### config.mk
export PLATFORM = sky130hd
export DESIGN_NAME = int_port_widener_flat
export DESIGN_NICKNAME = d
export VERILOG_FILES = /design/src/rtl/int_port_widener_if.sv /design/src/rtl/int_port_widener.sv /design/src/flat_wrapper.sv
export SDC_FILE = /design/constraint.sdc
export NUM_CORES = 1
export LEC_CHECK = 0
export ABC_AREA = 1
export BUFFER_PORTS_ARGS = -buffer_cell sky130_fd_sc_hd__buf_2
export CORE_UTILIZATION = 56
export CTS_BUF_LIST = sky130_fd_sc_hd__clkbuf_16
export CTS_CLUSTER_DIAMETER = 30
export DETAILED_ROUTE_END_ITERATION = 7
export PLACE_DENSITY_LB_ADDON = 0.15
export SYNTH_ARGS = -nofsm -noshare
export SYNTH_HDL_FRONTEND = slang
export SYNTH_SLANG_ARGS = --single-unit
### constraint.sdc
create_clock -name clk -period 2.6 [get_ports clk]
set_input_delay 0.26 -clock clk [delete_from_list [all_inputs] [get_ports clk]]
set_output_delay 0.26 -clock clk [all_outputs]
set_load 0.005 [all_outputs]
### src/rtl/int_port_widener_if.sv
// ---------------------------------------------------------------------------
// int_port_widener_if
// Purpose : bundles the two valid/ready channels of int_port_widener.
//           The producer/consumer side (testbench or surrounding logic) uses
//           the master modport; the widening stage uses the slave modport.
// Signals :
//   in_valid / in_ready   input channel handshake
//   in_type               00 byte, 01 byte unsigned, 10 shortint, 11 shortint unsigned
//   in_data   [15:0]      payload; byte types use [7:0]
//   out_valid / out_ready output channel handshake
//   out_data  [OUT_W-1:0] extended value at FIFO head
//   out_type  [1:0]       type tag of FIFO head
//   out_neg               sign bit of out_data
// ---------------------------------------------------------------------------
interface int_port_widener_if #(
    parameter int OUT_W = 32
);
    logic             in_valid;
    logic             in_ready;
    logic [1:0]       in_type;
    logic [15:0]      in_data;
    logic             out_valid;
    logic             out_ready;
    logic [OUT_W-1:0] out_data;
    logic [1:0]       out_type;
    logic             out_neg;

    modport master (
        output in_valid, in_type, in_data, out_ready,
        input  in_ready, out_valid, out_data, out_type, out_neg
    );

    modport slave (
        input  in_valid, in_type, in_data, out_ready,
        output in_ready, out_valid, out_data, out_type, out_neg
    );
endinterface

### src/rtl/int_port_widener.sv
// ---------------------------------------------------------------------------
// int_port_widener
// Purpose : accepts a tagged 8/16-bit integer over valid/ready, sign- or
//           zero-extends it to OUT_W bits according to its type tag and
//           queues the result in a DEPTH-entry FIFO for a valid/ready
//           consumer. Keeps a wrapping count of accepted words.
// Ports   :
//   clk      single clock, rising edge
//   rst_n    synchronous active-low reset
//   bus      int_port_widener_if.slave (input and output channels)
//   acc_cnt  accepted input words, modulo 2**CNT_W
//   err      sticky byte width-check error
// Options : define PORT_WIDEN_STRICT_EN to check that the unused upper byte
//           of byte-typed words is a proper extension of the lower byte.
//           Without it err is tied 0 and no check logic exists.
// ---------------------------------------------------------------------------
module int_port_widener #(
    parameter int OUT_W = 32,
    parameter int DEPTH = 4,
    parameter int CNT_W = 16
) (
    input  logic             clk,
    input  logic             rst_n,
    int_port_widener_if.slave bus,
    output logic [CNT_W-1:0] acc_cnt,
    output logic             err
);
    localparam int PTR_W = (DEPTH > 1) ? $clog2(DEPTH) : 1;
    localparam int OCC_W = PTR_W + 1;
    localparam logic [OCC_W-1:0] FULL_OCC = OCC_W'(DEPTH);

    logic [OUT_W-1:0] data_mem [DEPTH];
    logic [1:0]       type_mem [DEPTH];
    logic [PTR_W-1:0] wr_ptr;
    logic [PTR_W-1:0] rd_ptr;
    logic [OCC_W-1:0] occ;
    logic [OUT_W-1:0] ext;
    logic             push;
    logic             pop;

    // Acceptance depends only on registered occupancy, so a full FIFO
    // rejects even when the consumer pops in the same cycle.
    assign bus.in_ready  = rst_n & (occ < FULL_OCC);
    assign bus.out_valid = (occ != '0);
    assign push          = bus.in_valid & bus.in_ready;
    assign pop           = bus.out_valid & bus.out_ready;

    // Empty FIFO presents zeros so reset shows a clean output bus.
    assign bus.out_data = bus.out_valid ? data_mem[rd_ptr] : '0;
    assign bus.out_type = bus.out_valid ? type_mem[rd_ptr] : 2'b00;
    assign bus.out_neg  = bus.out_data[OUT_W-1];

    // Size casts of signed operands sign-extend, unsigned ones zero-extend;
    // this also stays legal at OUT_W = 16 where a replication count is 0.
    always_comb begin
        ext = '0;
        case (bus.in_type)
            2'b00:   ext = OUT_W'($signed(bus.in_data[7:0]));
            2'b01:   ext = OUT_W'(bus.in_data[7:0]);
            2'b10:   ext = OUT_W'($signed(bus.in_data));
            default: ext = OUT_W'(bus.in_data);
        endcase
    end

    // Storage array: written only on accepted words, which cannot happen
    // during reset because in_ready is held low then.
    always_ff @(posedge clk) begin
        if (push) begin
            data_mem[wr_ptr] <= ext;
            type_mem[wr_ptr] <= bus.in_type;
        end
    end

    // Pointers, occupancy and accepted-word counter. Simultaneous push and
    // pop leaves occupancy unchanged; pointers wrap naturally at DEPTH.
    always_ff @(posedge clk) begin
        if (!rst_n) begin
            wr_ptr  <= '0;
            rd_ptr  <= '0;
            occ     <= '0;
            acc_cnt <= '0;
        end else begin
            if (push) begin
                wr_ptr  <= wr_ptr + PTR_W'(1);
                acc_cnt <= acc_cnt + CNT_W'(1);
            end
            if (pop) begin
                rd_ptr <= rd_ptr + PTR_W'(1);
            end
            case ({push, pop})
                2'b10:   occ <= occ + OCC_W'(1);
                2'b01:   occ <= occ - OCC_W'(1);
                default: occ <= occ;
            endcase
        end
    end

`ifdef PORT_WIDEN_STRICT_EN
    logic byte_bad;

    // A byte word is malformed when its upper byte is not the extension of
    // bit 7 (signed) or not zero (unsigned). The word is still queued.
    always_comb begin
        byte_bad = 1'b0;
        case (bus.in_type)
            2'b00:   byte_bad = (bus.in_data[15:8] != {8{bus.in_data[7]}});
            2'b01:   byte_bad = (bus.in_data[15:8] != 8'h00);
            default: byte_bad = 1'b0;
        endcase
    end

    // Sticky error flag, cleared only by reset.
    always_ff @(posedge clk) begin
        if (!rst_n) begin
            err <= 1'b0;
        end else if (push && byte_bad) begin
            err <= 1'b1;
        end
    end
`else
    assign err = 1'b0;
`endif

endmodule

### src/flat_wrapper.sv
// flat-port wrapper written by rule: the top's interface ports become plain ports
module int_port_widener_flat 
#(
    parameter int OUT_W = 32,
    parameter int DEPTH = 4,
    parameter int CNT_W = 16
)
  (clk, rst_n, acc_cnt, err, bus_in_valid, bus_in_type, bus_in_data, bus_out_ready, bus_in_ready, bus_out_valid, bus_out_data, bus_out_type, bus_out_neg);
  int_port_widener_if #(.OUT_W(OUT_W)) bus_i ();
  input  logic clk;
  input  logic rst_n;
  output logic [CNT_W-1:0] acc_cnt;
  output logic err;
  input wire logic [$bits(bus_i.in_valid)-1:0] bus_in_valid;
  input wire logic [$bits(bus_i.in_type)-1:0] bus_in_type;
  input wire logic [$bits(bus_i.in_data)-1:0] bus_in_data;
  input wire logic [$bits(bus_i.out_ready)-1:0] bus_out_ready;
  output wire logic [$bits(bus_i.in_ready)-1:0] bus_in_ready;
  output wire logic [$bits(bus_i.out_valid)-1:0] bus_out_valid;
  output wire logic [$bits(bus_i.out_data)-1:0] bus_out_data;
  output wire logic [$bits(bus_i.out_type)-1:0] bus_out_type;
  output wire logic [$bits(bus_i.out_neg)-1:0] bus_out_neg;
  assign bus_i.in_valid = bus_in_valid;
  assign bus_i.in_type = bus_in_type;
  assign bus_i.in_data = bus_in_data;
  assign bus_i.out_ready = bus_out_ready;
  assign bus_in_ready = bus_i.in_ready;
  assign bus_out_valid = bus_i.out_valid;
  assign bus_out_data = bus_i.out_data;
  assign bus_out_type = bus_i.out_type;
  assign bus_out_neg = bus_i.out_neg;
  int_port_widener #(.OUT_W(OUT_W), .DEPTH(DEPTH), .CNT_W(CNT_W)) u_core (.clk(clk), .rst_n(rst_n), .bus(bus_i), .acc_cnt(acc_cnt), .err(err));
endmodule
==> qor.csv <==
stage;metric;value;unit
sta;fmax;433;MHz
power;total internal power;0.00322;W
clock_tree;Setup Buffers After CTS;0;
synthesis;Yosys top cell area share;0.515;
sta;RSZ-0062 raised after global routing;no;
flow_run;max_cap viols;0;
setup_path;WP data arrival;2050;ps
synthesis;top cells by area, synth;edfxtp_1, dfxtp_1, nor2_1;
sta;worst setup margin;289;ps
floorplan;die footprint;8270;um^2
synthesis;Post-synth EDFFs;76;
finish;Ant. Diodes;0;
synthesis;Main synth FF type;edfxtp_1;
floorplan;chip height;91.0;um
synthesis;asr flop ratio synth;0;
placement;pre-CTS WS;626;ps
clock_tree;Reg clk slew, reported paths;70;ps
setup_path;CP startpoint;u_core.occ[2]$_SDFFE_PN0P_;
clock_tree;clk_lat worst skew;340;ps
sta;Slew headroom;0.616;
finish;post-route cell area;5160;um^2
clock_tree;CTS tree;done;
route;DR vias;3168;
clock_tree;CTS Sinks;101;
synthesis;Post-Syn Nets;480;
clock_tree;CTS Root Buffer Type;clkbuf_16;
floorplan;IO Pins;76;
route;WL final;8670;um
finish;Layout area overhead;16.3;%
setup_path;register-to-register setup slack;690;ps
placement;PortBufs;74;
sta;Setup TNS;0;ps
placement;Post-DP Area;4830;um^2
floorplan;core footprint;7690;um^2
synthesis;#FFs+latches synth;101;
setup_path;crit start category;register;
power;Seq pwr share;0.409;
route;DR iter-0 viols;193;
setup_path;Reg2Reg Depth;11;
setup_path;critical path class;reg2out;
sta;clock skew after layout;8.95;ps
power;P_leak;2.09;nW
outcome;run status;finished, final reports clean;
worst_hold_path;hold endpoint;u_core.data_mem[0][0]$_DFFE_PP_;
route;first-pass iteration count of the detailed router;4;
clock_tree;Clock Path Buffers;2;
synthesis;yosys warns;0;
finish;Fillers;623;
power;clock power share;0.307;
power;Total Power;0.00465;W
floorplan;Initial Utilization;0.576;
setup_path;crit-path max FO;17;
worst_hold_path;hold path startpoint;bus_in_data[0];
setup_path;reg-to-reg startpoint;u_core.occ[2]$_SDFFE_PN0P_;
route;vias per inst;5.09;
power;Combinational Power Share;0.284;
global_route;initial antenna violation count;0;
route;Routed Antenna Nets;0;
floorplan;Rows;32;
clock_tree;H-tree levels;3;
route;drt drc;0;
finish;fin cells;622;
placement;gpl congestion;0.835;
power;Net Sw Frac;0.309;
global_route;All-Layer GR Usage;0.225;
worst_hold_path;Hold Path Stages;1;
setup_path;Critical R2R Capture;u_core.occ[2]$_SDFFE_PN0P_;
route;wire length per cell;13.9;um
synthesis;post-synthesis sequential area ratio;0.628;
clock_tree;Hold Buf Count CTS;0;
worst_hold_path;Hold WC Path Type;in2reg;
floorplan;Die Span X;91.0;um
sta;final hold violation count;0;
finish;net total in the final layout;544;
synthesis;most frequent cell after synthesis;nor2_1;
sta;setup violators final;0;
synthesis;Post-synth top cells;nor2_1, edfxtp_1, nand2_1, o21ai_0, inv_1;
power;Max IR drop VDD;0.459;mV
global_route;grt total ovfl;0;
sta;worst-margin pin slew;572;ps
setup_path;Critical Path End Type;output pin;
global_route;largest net degree at the start of global routing;39;
synthesis;syn avg cell area;9.83;um^2
power;switching pwr;0.00143;W
clock_tree;CTS resizes;0;
setup_path;Req. time, crit path;2340;ps
synthesis;Distinct cells, synth;28;
synthesis;Synth area leader;edfxtp_1;
placement;cell count after placement;606;
sta;Final Slew Violations;0;
sta;Final min period;2310;ps
global_route;vias in the first global route;3087;
global_route;first-pass GRT wire length;14300;um
power;PwrDens;902;nW/um^2
clock_tree;Num CTS Buffers;9;
synthesis;Synth Instances;451;
finish;share of layout cells above drive strength 1;0.212;
synthesis;Synth Cell Area;4430;um^2
placement;hpwl dp;5630;um
sta;Final Cycle Share;0.889;
-- layout by cell type (no fill, tap or decap) --
cell and n:
a31oi_1 1, dfxtp_1 25, nor2_4 2, nand3_2 1
nor2_2 2, nand2_2 1, buf_4 11, clkbuf_16 9
nand3_4 1, clkinvlp_4 4, inv_1 36, o21ai_1 3
buf_2 74, inv_2 1, o21ai_0 50, and3_1 1
nor3_1 2, o31ai_1 1, buf_12 1, fa_1 1
nand4_1 2, a21oi_1 35, nand2_1 50, bufinv_16 2
inv_6 1, nor2_1 106, nand3_1 10, xor2_1 1
edfxtp_1 76, conb_1 1, o21bai_1 1, clkinv_1 2
ha_1 6
-- power by group through the flow --
stage	registers, W	clock network (W)	logic, W
3_5_place_dp	0.00194	0	0.00133
5_1_grt	0.00191	0.00152	0.00148
4_1_cts	0.00190	0.00144	0.00134
3_3_place_gp	0.00193	0	0.00129
2_1_floorplan	0.00192	0	0.000963
6_report	0.00190	0.00143	0.00132
-- worst max-delay path: stages, from the launching register on --
cell and delay [ps]:
dfxtp_1 350, inv_1 100, nand3_2 110, clkinv_1 470
a21oi_1 330, buf_4 210, buf_2 130
-- per-layer routing --
metal,global-route usage,wire length (um),vias to the layer above
li1,-,-,1612
met1,0.281,3820,1468
met2,0.376,4330,80
met3,0.0536,417,8
met4,0.0992,95,0
met5,0,0,-
-- worst max-delay path by stage --
stage	to	slack (ps)	cells past startpoint
after floorplan	bus_out_data[16]	560	6
after global placement	u_core.occ[2]$_SDFFE_PN0P_	670	9
after detailed placement	u_core.occ[2]$_SDFFE_PN0P_	630	9
after CTS	bus_out_data[17]	270	6
after global routing	bus_out_data[30]	140	6
final	bus_out_data[17]	290	6
-- layout make-up --
cell class | instances | area, um^2 | share of cell area
Sequential cell | 101 | 2780 | 0.540
Clock inverter | 7 | 98.8 | 0.0192
Timing Repair Buffer | 86 | 473 | 0.0917
Tap cell | 102 | 128 | 0.0248
Inverter | 39 | 146 | 0.0284
Multi-Input combinational cell | 278 | 1300 | 0.253
Clock buffer | 9 | 225 | 0.0437
-- logic make-up (layout without fill, tap and decap cells) --
family | Yosys count | count (layout) | share of synthesized area
AND/OR/NAND/NOR | 178 | 178 | 0.164
flip-flops | 101 | 101 | 0.628
AO/OA/AOI/OAI | 91 | 91 | 0.104
buffers and inverters | 72 | 141 | 0.0793
adder cells (fa/ha/maj) | 7 | 7 | 0.0215
other | 1 | 1 | 0.000846
XOR/XNOR | 1 | 1 | 0.00198
-- stage by stage --
stage,utilization,hold WS [ps]
3_5_place_dp,0.629,441
2_1_floorplan,-,359
4_1_cts,0.671,129
3_3_place_gp,0.629,438
6_report,0.671,138
5_1_grt,0.671,126
-- sequential cells by signal, summed over array words and instances (netlist names), named ones only --
signal and count:
u_core.acc_cnt 16, u_core.type_mem 8, u_core.data_mem 68, u_core.rd_ptr 2
u_core.occ 3, u_core.wr_ptr 2
No activity file was read; power rests on OpenSTA's default activity.
